[src/rtl/detector_scheduler.sv]
`default_nettype none
// ============================================================================
// Module      : detector_scheduler
// Description : Round-robin scheduler sharing one external serial
//               "three-or-more 1s then 0" detector among N requesters.
//               The winner's word is shifted MSB-first into the detector
//               after a mandatory detector clear. Detections are counted and
//               returned with a one-cycle done pulse.
// Ports       : clk, rst          - clock, synchronous active-high reset
//               req[N]            - level requests, held until granted
//               data[N*W]         - requester i word at [i*W +: W]
//               gnt[N]            - registered one-hot grant, CLEAR..DONE
//               busy, done        - not-idle flag, one-cycle completion pulse
//               match_cnt[CW]     - detection count of last completed job
//               det_clr, det_x    - detector clear and serial bit
//               det_detected      - detector Moore output (previous bit)
// Revision    : 1.0 - initial release
// ============================================================================
module detector_scheduler #(
  parameter int N = 4,
  parameter int W = 8,
  localparam int CW = $clog2(W + 1)
) (
  input  logic           clk,
  input  logic           rst,
  input  logic [N-1:0]   req,
  input  logic [N*W-1:0] data,
  output logic [N-1:0]   gnt,
  output logic           busy,
  output logic           done,
  output logic [CW-1:0]  match_cnt,
  output logic           det_clr,
  output logic           det_x,
  input  logic           det_detected
);

  localparam int PW = $clog2(N);
  localparam int BW = $clog2(W);

  localparam logic [2:0] S_IDLE  = 3'd0;
  localparam logic [2:0] S_CLEAR = 3'd1;
  localparam logic [2:0] S_SHIFT = 3'd2;
  localparam logic [2:0] S_DRAIN = 3'd3;
  localparam logic [2:0] S_DONE  = 3'd4;

  localparam logic [BW-1:0] c_last_bit = BW'(W - 1);
  localparam logic [PW-1:0] c_last_req = PW'(N - 1);

  logic [2:0]    r_state;
  logic [2:0]    w_next_state;
  logic [N-1:0]  r_gnt;
  logic [PW-1:0] r_ptr;
  logic [PW-1:0] r_win;
  logic [W-1:0]  r_shift;
  logic [BW-1:0] r_bit_cnt;
  logic [CW-1:0] r_count;
  logic [CW-1:0] r_match_cnt;

  logic          w_found;
  logic [PW-1:0] w_win;
  logic [W-1:0]  w_word;
  logic [N-1:0]  w_onehot;

  // Rotating priority scan: first set request at or after r_ptr, wrapping.
  always_comb begin
    int idx;
    w_found = 1'b0;
    w_win   = '0;
    w_word  = '0;
    idx     = 0;
    for (int k = 0; k < N; k++) begin
      idx = int'(r_ptr) + k;
      if (idx >= N) idx = idx - N;
      if (!w_found && req[idx]) begin
        w_found = 1'b1;
        w_win   = PW'(idx);
        w_word  = data[idx*W +: W];
      end
    end
  end

  assign w_onehot = {{(N-1){1'b0}}, 1'b1} << w_win;

  // State register
  always_ff @(posedge clk) begin
    if (rst) r_state <= S_IDLE;
    else     r_state <= w_next_state;
  end

  // Next-state logic
  always_comb begin
    w_next_state = r_state;
    case (r_state)
      S_IDLE:  if (w_found) w_next_state = S_CLEAR;
      S_CLEAR: w_next_state = S_SHIFT;
      S_SHIFT: if (r_bit_cnt == c_last_bit) w_next_state = S_DRAIN;
      S_DRAIN: w_next_state = S_DONE;
      S_DONE:  w_next_state = S_IDLE;
      default: w_next_state = S_IDLE;
    endcase
  end

  // Output decode
  always_comb begin
    busy    = (r_state != S_IDLE);
    done    = (r_state == S_DONE);
    det_clr = (r_state == S_CLEAR);
    det_x   = (r_state == S_SHIFT) && r_shift[W-1];
  end

  // Datapath: grant, word capture, bit/match counting, pointer update.
  // The detector output lags the applied bit by one cycle, so the count
  // accumulates through SHIFT and picks up the final bit's result in DRAIN.
  always_ff @(posedge clk) begin
    if (rst) begin
      r_gnt       <= '0;
      r_ptr       <= '0;
      r_win       <= '0;
      r_shift     <= '0;
      r_bit_cnt   <= '0;
      r_count     <= '0;
      r_match_cnt <= '0;
    end else begin
      case (r_state)
        S_IDLE: begin
          if (w_found) begin
            r_gnt   <= w_onehot;
            r_win   <= w_win;
            r_shift <= w_word;
          end
        end
        S_CLEAR: begin
          r_count   <= '0;
          r_bit_cnt <= '0;
        end
        S_SHIFT: begin
          r_shift   <= r_shift << 1;
          r_bit_cnt <= r_bit_cnt + BW'(1);
          r_count   <= r_count + CW'(det_detected);
        end
        S_DRAIN: begin
          r_count     <= r_count + CW'(det_detected);
          r_match_cnt <= r_count + CW'(det_detected);
        end
        S_DONE: begin
          r_gnt <= '0;
          r_ptr <= (r_win == c_last_req) ? '0 : r_win + PW'(1);
        end
        default: ;
      endcase
    end
  end

  assign gnt       = r_gnt;
  assign match_cnt = r_match_cnt;

endmodule
`default_nettype wire

[config.mk]
export PLATFORM = sky130hd
export DESIGN_NAME = detector_scheduler
export DESIGN_NICKNAME = d
export VERILOG_FILES = /design/src/rtl/detector_scheduler.sv
export SDC_FILE = /design/constraint.sdc
export NUM_CORES = 1
export LEC_CHECK = 0
export ABC_AREA = 1
export BUFFER_PORTS_ARGS = -buffer_cell sky130_fd_sc_hd__buf_4
export CAP_MARGIN = 20
export CORE_MARGIN = 4
export CORE_UTILIZATION = 60
export CTS_CLUSTER_DIAMETER = 80
export CTS_CLUSTER_SIZE = 30
export DETAILED_ROUTE_END_ITERATION = 8
export PLACE_DENSITY_LB_ADDON = 0.05
export SLEW_MARGIN = 20
export SYNTH_ARGS = -nofsm -noshare
export SYNTH_HDL_FRONTEND = slang
export SYNTH_SLANG_ARGS = --single-unit
[constraint.sdc]
create_clock -name clk -period 3.7 [get_ports clk]
set_input_delay 0.555 -clock clk [delete_from_list [all_inputs] [get_ports clk]]
set_output_delay 0.555 -clock clk [all_outputs]
set_load 0.02 [all_outputs]
-- Word level (Yosys, flattened, before mapping)
Index checks and enable logic that the tools add are counted.
- flip-flop bits (word level): 30
- input port bits: 39
- output and inout port bits: 12
- logic and storage cells: 95
- add/sub/neg operators: 10
- magnitude comparators: 8
- equality and inequality tests: 8
- shift operators: 5
- muxes and demuxes: 38
- reductions and logical operators: 18
- operators by type and width (cell ; count):
    < comparator 32 x 4 -> 1 bit (second input constant) ; 4
    two-way mux 32 bit ; 4
    variable part select 32 x 32 -> 8 bit ; 4
    two-way mux 8 bit ; 5
    one-hot mux 4 bit (2 select lines) ; 2
    one-hot mux 8 bit (2 select lines) ; 1
    two-way mux 1 bit ; 12
    one-hot mux 3 bit (4 select lines) ; 1
    subtractor 3 x 3 -> 4 bit (second input constant) ; 3
    two-way mux 2 bit ; 5
    >= comparator 3 bit (second input constant) ; 3
    binary-select mux 1 bit (select 2 bit) ; 4
    AND reduction 2 bit ; 4
    nonzero test 2 bit ; 4
    adder 2 x 2 -> 3 bit (second input constant) ; 2
    equality test 3 x 2 -> 1 bit (second input constant) ; 2
    equality test 3 bit (second input constant) ; 2
    two-way mux 3 bit ; 2
    one-hot mux 3 bit (2 select lines) ; 1
    adder 4 x 1 -> 4 bit ; 1
    logical AND 1 bit ; 4
    two-way mux 4 bit ; 1
    != test 2 bit (second input constant) ; 2
    left shift 1 x 2 -> 4 bit (first input constant) ; 1
    11 further kinds ; 13

-- Depth between registers and ports, before layout
Gate-level depths: netlist of run 1.
- depth after elaboration: 18
- depth in mapped cells: 14
- mapped depth without buffers: 13

-- Worst setup path before layout of run 1
Ideal clock, no wire load.
- kind: register to register
- from: register r_ptr[1]
- to: register r_win[0]
- setup time: 0.128 ns
- data arrival time: 2.126 ns
- required time: 3.572 ns
- slack: 1.446 ns
- cell stages (with the launch flop): 14
- path buffers: 3
- period minus slack after synthesis: 2.254 ns
- path through: dfxtp_1 inv_2 buf_4 clkbuf_1 ha_1 inv_2 nand3_2 nand2_4 nand3_4 o21ai_4 buf_6 nor2_2 a21oi_1 nor2_1
- word-level cells in the longest chain between the ends: 16
- elaborated cells between the ends (all ways): 42
- those cells by class: 7 x add/sub; 4 x order compare; 24 x mux; 7 x reduce/logical
- ends and longest elaborated chain (item ; RTL line ; text):
    start, declared ; 52 ; logic [PW-1:0] r_ptr;
    start signal, assigned ; 147 ; r_ptr <= (r_win == c_last_req) ? '0 : r_win + PW'(1);
    branches (longest 16 deep; another with subtractor 3 x 3 -> 4 bit) ; n/a ;
    end signal, assigned ; 128 ; r_win <= w_win;
    end, declared ; 53 ; logic [PW-1:0] r_win;
Parallel ways; which one is timed is not known. The select of a mux whose other input is x is not followed.
A chain may end at the register's enable or synchronous reset.

-- Final worst setup path of run 1
- from: register r_ptr[1]
- to: register r_shift[2]
- word-level cells in the longest chain between the ends: 17
- elaborated cells between the ends (all ways): 49
- those cells by class: 7 x add/sub; 4 x order compare; 1 x eq/ne; 4 x shift; 26 x mux; 7 x reduce/logical
- ends and longest elaborated chain (item ; RTL line ; text):
    branches (longest 17 deep; another with subtractor 3 x 3 -> 4 bit) ; n/a ;
    end signal, assigned ; 129 ; r_shift <= w_word;
    end signal, assigned ; 137 ; r_shift <= r_shift << 1;
    end, declared ; 54 ; logic [W-1:0] r_shift;
Parallel ways; which one is timed is not known. The select of a mux whose other input is x is not followed.

==> results_dict.tcl, run 1 <==
set metrics [dict create \
    outcome "finished, final reports clean" \
    utilization_pct 71.92 \
    relSlewSlack_pct 54.52 \
    routed_wl_um 6513 \
    fin_nets 555 \
    worstRegToRegCells 11 \
    yosysMostFrequentCell "nand2_1" \
    critPathMaxStageDelay_ns 0.39 \
    vdd_drop_max_uv 238.3 \
    clock_latency_ns 0.28 \
    period_minus_slack_ns 2.706 \
    rrSetupSlack_ns 0.99 \
    r2r_start "r_ptr[1]" \
    critical_path_class "register to register" \
    cts_hold_buf 0 \
    routed_via_density 5.268 \
    synth_area_leaders "dfxtp_1 22%, nand2_1 21%, o21ai_0 11%" \
    min_from "r_bit_cnt[1]" \
    finalMaxSlewViolations 0 \
    cts_resized 0 \
    crit_chain "buf_4, inv_2, ha_1, inv_2, nand3_2, nand2_4, nand3_4, o21ai_4, inv_1, nand2_1, a21oi_2" \
    path_clk_slew_ns 0.06 \
    power_frac_comb_pct 37.2 \
    top_level_ports 51 \
    hold_path_class "register to register" \
    dpl.hpwl_um 5084 \
    synth_top_cell_by_area "dfxtp_1" \
    setup-tns-final_ns 0 \
    initial_core_util_pct 62.07 \
    syn2layout_area_growth_pct 15.86 \
    syn_area_sq_um 2721 \
    min_to "r_bit_cnt[1]" \
    grt_max_degree 56 \
    async_flop_share_pct 0 \
    htreeDepth 2 \
    required_ns 3.86 \
    clock-root-buffer "clkbuf_8" \
    via_count 2945 \
    power_density_nw_per_um2 326.5 \
    route.detailed.drc 0 \
    r2r-end "r_shift[2]" \
    synth-edff-count 0 \
    finalSetupViolations 0 \
    rsz0062_at_grt "false" \
    register_area_sq_um 600.6 \
    end_kind "register" \
    clockPowerShare_pct 26.2 \
    yosys_most_used_dff "dfxtp_1" \
    cp-start-kind "register" \
    switching_power_mw 0.3842 \
    place_congestion 0.9441 \
    synth_top_area_share_pct 22.07 \
    multi_input_area_sq_um 1768 \
    grt_first_pass_wirelength_um 10680 \
    cap_violations 0 \
    synth_area_per_cell_sq_um 5.815 \
    grtUsageTotal_pct 23.81 \
    ant_nets 0 \
    finClkSkew_ns 0.004004 \
    drtIter0Drc 171 \
    min_path_cells 2 \
    fmax_mhz 369.6 \
    worstPathArrival_ns 2.86 \
    seqPwrFrac_pct 36.6 \
    grt_overflow 0 \
    cts_buffer_depth 2 \
    die-area_sq_um 5677 \
    crit_top_cell "inv_2" \
    synth_seq_cells 30 \
    grt_pass1_vias 2545 \
    die_h_um 75.35 \
    period_share_pct 73.13 \
    synth_cells 468 \
    fin_total_pwr_mw 1.029 \
    cts_tree "done" \
    post-cts-setup-buffer-count 0 \
    clock_sinks 30 \
    cp_slowest_cell "o21ai_4" \
    antenna_found_initial 0 \
    worst-slew-pin-transition_ns 0.6796 \
    syn-num-nets 517 \
    yosysSeqAreaShare_pct 22.07 \
    swShare_pct 37.33 \
    p_int_mw 0.6452 \
    fill_cells 395 \
    p_leak_nw 1.585 \
    antenna_cells 0 \
    ys_top_cells_by_count "155 x nand2_1, 60 x o21ai_0, 56 x inv_1" \
    path_max_fanout 21 \
    drive_gt1_share_pct 18.74 \
    io_buffers 50 \
    hold_viol 0 \
    routedWlPerCell_um 11.65 \
    num_rows 24 \
    core-area_sq_um 4384 \
    numCtsBuffers 5 \
    die_x_um 75.35 \
    dr.pass1.iters 5 \
    yosys.cell_types.count 32 \
    yosys_warnings 0 \
    critPathLaunch "r_ptr[1]" \
]
-- power by group through the flow --
stage	logic [mW]	registers, mW	clock network [mW]
2_1_floorplan	0.274	0.389	0
3_3_place_gp	0.372	0.382	0
3_5_place_dp	0.382	0.383	0
4_1_cts	0.384	0.376	0.276
5_1_grt	0.432	0.380	0.294
6_report	0.383	0.376	0.270
-- worst max-delay path, delay by kind of cell, from the launching register on --
kind	cells	cell delay, ns
buffers and inverters	4	0.94
AO/OA/AOI/OAI	2	0.45
adder cells (fa/ha/maj)	1	0.35
AND/OR/NAND/NOR	4	0.54
flip-flops	1	0.30
-- sequential cells by signal, indices dropped and copies added (netlist names) --
| register | flops |
|---|---|
| match_cnt | 4 |
| r_state | 3 |
| r_ptr | 2 |
| r_bit_cnt | 3 |
| r_win | 2 |
| r_shift | 8 |
| gnt | 4 |
| r_count | 4 |
-- how the worst max path moves through the flow --
stage,to,cells past startpoint,slack (ns)
after floorplan,r_win[0],13,1.45
after CTS,r_shift[2],11,1.01
after detailed placement,gnt[0],11,1.03
final,r_shift[2],11,0.99
after global routing,gnt[2],12,0.78
after global placement,r_shift[0],11,1.13
-- per-layer routing --
layer / vias up / share of wire (%) / global-route usage [%]
met5: - / 0 / 0
met4: 0 / 1.8 / 8.350
met3: 15 / 5.2 / 4.749
met2: 68 / 50 / 41.90
met1: 1307 / 43 / 28.76
li1: 1555 / - / -
-- through the flow --
step	area (sq um)	std cells	hold WS, ns	worst slack [ns]
2_1_floorplan	2721	468	0.4286	1.446
3_3_place_gp	3062	551	0.4472	1.126
3_5_place_dp	3062	551	0.4561	1.029
4_1_cts	3153	559	0.4662	1.010
5_1_grt	3153	559	0.4795	0.7784
6_report	3153	559	0.4640	0.9941
-- cells in the final DEF (no fill, tap or decap), types with 2 or more instances in the layout --
master,netlist,layout
a21oi_1,34,34
a21oi_2,6,6
buf_4,2,53
clkbuf_8,0,6
dfxtp_1,30,30
ha_1,10,10
inv_1,56,56
inv_2,3,3
nand2_1,155,155
nand2_2,7,7
nand2_4,2,2
nand3_1,21,21
nand3_2,9,9
nor2_1,36,36
nor2_2,2,2
nor3_1,3,3
o21ai_0,60,60
-- final cells by class --
type,instances,share of cell area [%]
clock buffers,7,2.738
clock inverters,1,0.1587
inverters,60,7.302
multi-input cells,356,56.07
flip-flops and latches,30,19.05
well taps,52,2.063
repair buffers,53,12.62
-- logic make-up (layout without fill, tap and decap cells) --
family,after synthesis,after routing,synth area share (%)
flops,30,30,22.07
simple gates,241,241,39.45
xor+xnor,2,2,0.6438
fa+ha+maj,10,10,4.598
compound gates,103,103,20.28
buf+inv,82,121,12.97
No activity file was read; power rests on OpenSTA's default activity.
==> run 2, diff against run 1 <==
- ABC_AREA: 1 -> 0
- CORE_UTILIZATION: 60 -> 57
- clock period: 3.7 -> 2.74 ns (I/O delays scaled with it)
==> results_dict.tcl, run 2 <==
set metrics [dict create \
    swShare_pct 36.48 \
    p_int_mw 1.014 \
    htreeDepth 2 \
    cap_violations 0 \
    initial_core_util_pct 58.53 \
    io_buffers 50 \
    place_congestion 0.7960 \
    rsz0062_at_grt "false" \
    synth_seq_cells 30 \
    grt_pass1_vias 2575 \
    clock-root-buffer "clkbuf_8" \
    fmax_mhz 399.0 \
    antenna_found_initial 0 \
    num_rows 26 \
    yosysSeqAreaShare_pct 20.22 \
    drive_gt1_share_pct 30.11 \
    min_path_cells 2 \
    required_ns 2.90 \
    syn2layout_area_growth_pct 15.50 \
    finalMaxSlewViolations 0 \
    power_frac_comb_pct 42.0 \
    critPathLaunch "r_ptr[1]" \
    utilization_pct 67.60 \
    synth_top_area_share_pct 21.23 \
    worstSetupEndpoint "r_shift[0]" \
    vdd_drop_max_uv 306.7 \
    worstPathArrival_ns 2.66 \
    routed_wl_um 7320 \
    drtIter0Drc 173 \
    synth_cells 323 \
    routed_via_density 6.294 \
    clock_sinks 30 \
    seqPwrFrac_pct 34.7 \
    synth-edff-count 0 \
    finClkSkew_ns 0.007391 \
    critical_path_class "register to register" \
    ys_top_cells_by_count "30 x dfxtp_1, 30 x nand2_1, 28 x mux4_2" \
    antenna_cells 0 \
    top_level_ports 51 \
    end_kind "register" \
    final_cell_mix "59 x buf_4, 30 x nand2_1, 29 x dfxtp_1, 28 x mux4_2, 24 x a21oi_1" \
    relSlewSlack_pct 47.80 \
    yosys.cell_types.count 53 \
    die_h_um 80.19 \
    cts_resized 0 \
    final_common_cell "buf_4" \
    cts_tree "done" \
    period_share_pct 91.46 \
    hold_path_class "register to register" \
    cts_hold_buf 0 \
    post-cts-setup-buffer-count 0 \
    path_max_fanout 17 \
    yosys_most_used_dff "dfxtp_1" \
    async_flop_share_pct 0 \
    switching_power_mw 0.5824 \
    setup-tns-final_ns 0 \
    largest_register_ffs 8 \
    syn_area_sq_um 2970 \
    period_minus_slack_ns 2.506 \
    grt_overflow 0 \
    dr.pass1.iters 5 \
    via_count 2719 \
    path_clk_slew_ns 0.07 \
    die-area_sq_um 6430 \
    clock_latency_ns 0.28 \
    synth_area_leaders "mux4_2 21%, dfxtp_1 20%, mux2i_1 6.1%" \
    ant_nets 0 \
    worst-slew-pin-transition_ns 0.7815 \
    clockPowerShare_pct 23.2 \
    syn-num-nets 372 \
    route.detailed.drc 0 \
    fin_nets 410 \
    outcome "finished, final reports clean" \
    r2r-end "r_shift[0]" \
    numCtsBuffers 5 \
    worstRegToRegCells 7 \
    cts_buffer_depth 2 \
    rrSetupSlack_ns 0.23 \
    grtUsageTotal_pct 24.24 \
    layout_setup_ws_ns 0.2340 \
    cp-start-kind "register" \
    regMostFlops "r_shift" \
    fin_total_pwr_mw 1.596 \
    core-area_sq_um 5075 \
    grt_first_pass_wirelength_um 12480 \
    grt_max_degree 31 \
    finalSetupViolations 0 \
    synth_top_cell_by_area "mux4_2" \
    synth_area_per_cell_sq_um 9.196 \
    routedWlPerCell_um 16.94 \
    post-place-ws_ns 0.2821 \
    yosys_warnings 0 \
    r2r_start "r_ptr[1]" \
    power_density_nw_per_um2 465.3 \
    p_leak_nw 1.273 \
    dpl.hpwl_um 5463 \
    die_x_um 80.19 \
    hold_viol 0 \
]
## run 2: kinds of logic after synthesis
| group | share of synthesized area [%] |
|---|---|
| flops | 20.22 |
| fa+ha+maj | 4.212 |
| buf+inv | 6.234 |
| compound gates | 20.14 |
| xor+xnor | 1.727 |
| mux | 28.43 |
| simple gates | 19.04 |
## run 2: cell type report
cell class	instances	area, sq um
Timing Repair Buffer	59	442.9
Fill cell	468	1644
Tap cell	70	87.58
Multi-Input combinational cell	260	2185
Clock inverter	2	12.51
Inverter	5	18.77
Sequential cell	30	601.8
Clock buffer	6	82.58
## run 2: layer usage
metal	vias up	share of wire, %	global-route usage, %
met5	-	0	0
met4	0	0.72	5.068
met3	5	4.6	1.794
met2	88	49	39.32
met1	1300	45	35.43
li1	1326	-	-
## run 2: worst min path at each step
stage / startpoint / endpoint / slack (ns)
global placement: gnt[0] / gnt[0] / 0.44
CTS: gnt[0] / gnt[0] / 0.46
floorplan: r_win[1] / r_win[1] / 0.44
finish: gnt[0] / gnt[0] / 0.46
global route: match_cnt[0] / match_cnt[0] / 0.49
detailed placement: gnt[0] / gnt[0] / 0.45
## run 2: metrics by stage
stage                     std cells  hold slack (ns)  cell area (sq um)
after floorplan                 323           0.4400               2972
after global routing            432           0.4868               3431
after detailed placement        424           0.4455               3336
after global placement          424           0.4434               3336
after CTS                       432           0.4578               3431
final                           432           0.4561               3431
## run 2: power groups by stage
stage	logic [mW]	clock network [mW]	registers [mW]
global placement	0.656	0	0.561
finish	0.671	0.371	0.555
CTS	0.671	0.377	0.555
global route	0.746	0.395	0.565
floorplan	0.509	0	0.550
detailed placement	0.667	0	0.564
## run 2: critical path, stage by stage, from the launching register on
cell      delay [ns]
dfxtp_1         0.36
inv_2           0.05
ha_1            0.46
buf_4           0.35
mux4_2          0.54
o21a_1          0.11
o31ai_1         0.40
a221oi_2        0.10
==> run 3, diff against run 2 <==
- CTS_CLUSTER_SIZE: 30 -> 16
- PLACE_DENSITY: default -> 0.81
- PLACE_DENSITY_LB_ADDON: 0.05 -> default
==> results_dict.tcl, run 3 (same netlist as run 2, synthesis figures left out) <==
set metrics [dict create \
    outcome "finished, final reports clean" \
    place_congestion 0.8338 \
    finalMaxSlewViolations 0 \
    min_to "r_ptr[1]" \
    antenna_cells 0 \
    finClkSkew_ns 0.005344 \
    rrSetupSlack_ns 0.22 \
    path_clk_slew_ns 0.07 \
    cts_hold_buf 0 \
    fmax_mhz 396.9 \
    final_cell_mix "58 x buf_4, 30 x nand2_1, 29 x dfxtp_1, 28 x mux4_2, 24 x a21oi_1" \
    finalSetupViolations 0 \
    required_ns 2.89 \
    vdd_drop_max_uv 230.2 \
    power_density_nw_per_um2 468.0 \
    ant_nets 0 \
    io_buffers 50 \
    cp-start-kind "register" \
    worst-slew-pin-transition_ns 0.8276 \
    clock_sinks 30 \
    routed_via_density 6.422 \
    drive_gt1_share_pct 29.92 \
    dpl.hpwl_um 5427 \
    period_share_pct 91.96 \
    grt_pass1_vias 2661 \
    grt_first_pass_wirelength_um 12490 \
    route.detailed.drc 0 \
    r2r-end "r_shift[0]" \
    relSlewSlack_pct 44.72 \
    numCtsBuffers 5 \
    grt_overflow 0 \
    syn2layout_area_growth_pct 15.25 \
    hold_path_class "primary input to register" \
    worstRegToRegCells 7 \
    cts_resized 0 \
    drtIter0Drc 187 \
    die_x_um 80.19 \
    end_kind "register" \
    routedWlPerCell_um 17.02 \
    rsz0062_at_grt "false" \
    period_minus_slack_ns 2.520 \
    final_common_cell "buf_4" \
    dr.pass1.iters 4 \
    antenna_found_initial 0 \
    post-cts-setup-buffer-count 0 \
    design_area_sq_um 3423 \
    cts_buffer_depth 2 \
    r2r_start "r_ptr[1]" \
    clock-root-buffer "clkbuf_8" \
    hold_viol 0 \
    cap_violations 0 \
    setup-tns-final_ns 0 \
    cts_tree "done" \
    critical_path_class "register to register" \
    grt_max_degree 29 \
    core-area_sq_um 5075 \
    die_h_um 80.19 \
    htreeDepth 2 \
    routed_wl_um 7336 \
    min_path_cells 2 \
    min_from "rst" \
    regMostFlops "r_shift" \
    place_area_sq_um 3328 \
    num_rows 26 \
    via_count 2768 \
    die-area_sq_um 6430 \
    p_leak_nw 1.268 \
    largest_register_ffs 8 \
    clock_latency_ns 0.28 \
    fin_nets 409 \
    initial_core_util_pct 58.53 \
    path_max_fanout 16 \
    grtUsageTotal_pct 24.36 \
    top_level_ports 51 \
    worstPathArrival_ns 2.67 \
]
==> run 3: cell types whose count changed in the layout (fill, tap and decap cells not counted) <==
cell / before / now
buf_4: 59 / 58
==> run 3: worst max-delay path by stage <==
stage	from	to	slack, ns	depth (start not counted)
after CTS	r_ptr[1]	r_shift[0]	0.23	7
after detailed placement	r_ptr[1]	r_shift[0]	0.25	7
after global routing	r_ptr[0]	r_shift[5]	0.12	7
after floorplan	r_ptr[0]	r_shift[1]	0.04	12
final	r_ptr[1]	r_shift[0]	0.22	7
after global placement	r_ptr[1]	r_shift[0]	0.37	7
==> run 3: layout make-up <==
cell class / count / area, sq um
multi-input combinational: 260 / 2185
clock buffer: 6 / 82.58
timing repair buffer: 58 / 435.4
sequential: 30 / 601.8
fill: 447 / 1652
inverter: 5 / 18.77
tap: 70 / 87.58
clock inverter: 2 / 12.51
==> run 3: power by group <==
group	switching (mW)	internal, mW
combinational	0.368	0.307
clock	0.168	0.201
sequential	0.0558	0.501
total	0.592	1.01
==> run 3: metrics by stage <==
step | hold WS (ns) | utilization (%) | cells | power, mW | worst slack [ns]
2_1_floorplan | 0.4400 | - | 323 | 1.059 | 0.04025
3_3_place_gp | 0.4472 | 65.58 | 423 | 1.210 | 0.3706
3_5_place_dp | 0.4526 | 65.58 | 423 | 1.230 | 0.2460
4_1_cts | 0.4563 | 67.46 | 431 | 1.607 | 0.2255
5_1_grt | 0.4764 | 67.46 | 431 | 1.707 | 0.1240
6_report | 0.4604 | 67.46 | 431 | 1.602 | 0.2204
==> run 3: worst max-delay path, stage by stage (launching register included) <==
cell and delay [ns]:
dfxtp_1 0.34, inv_2 0.04, ha_1 0.50, buf_4 0.34, mux4_2 0.53, o21a_1 0.12
o31ai_1 0.38, a221oi_2 0.12
==> run 3: layer usage <==
layer  track usage, %  wire length, um
met5                0                0
met2            38.91             3441
met4            8.615              131
met1            33.24             3266
met3            4.036              496
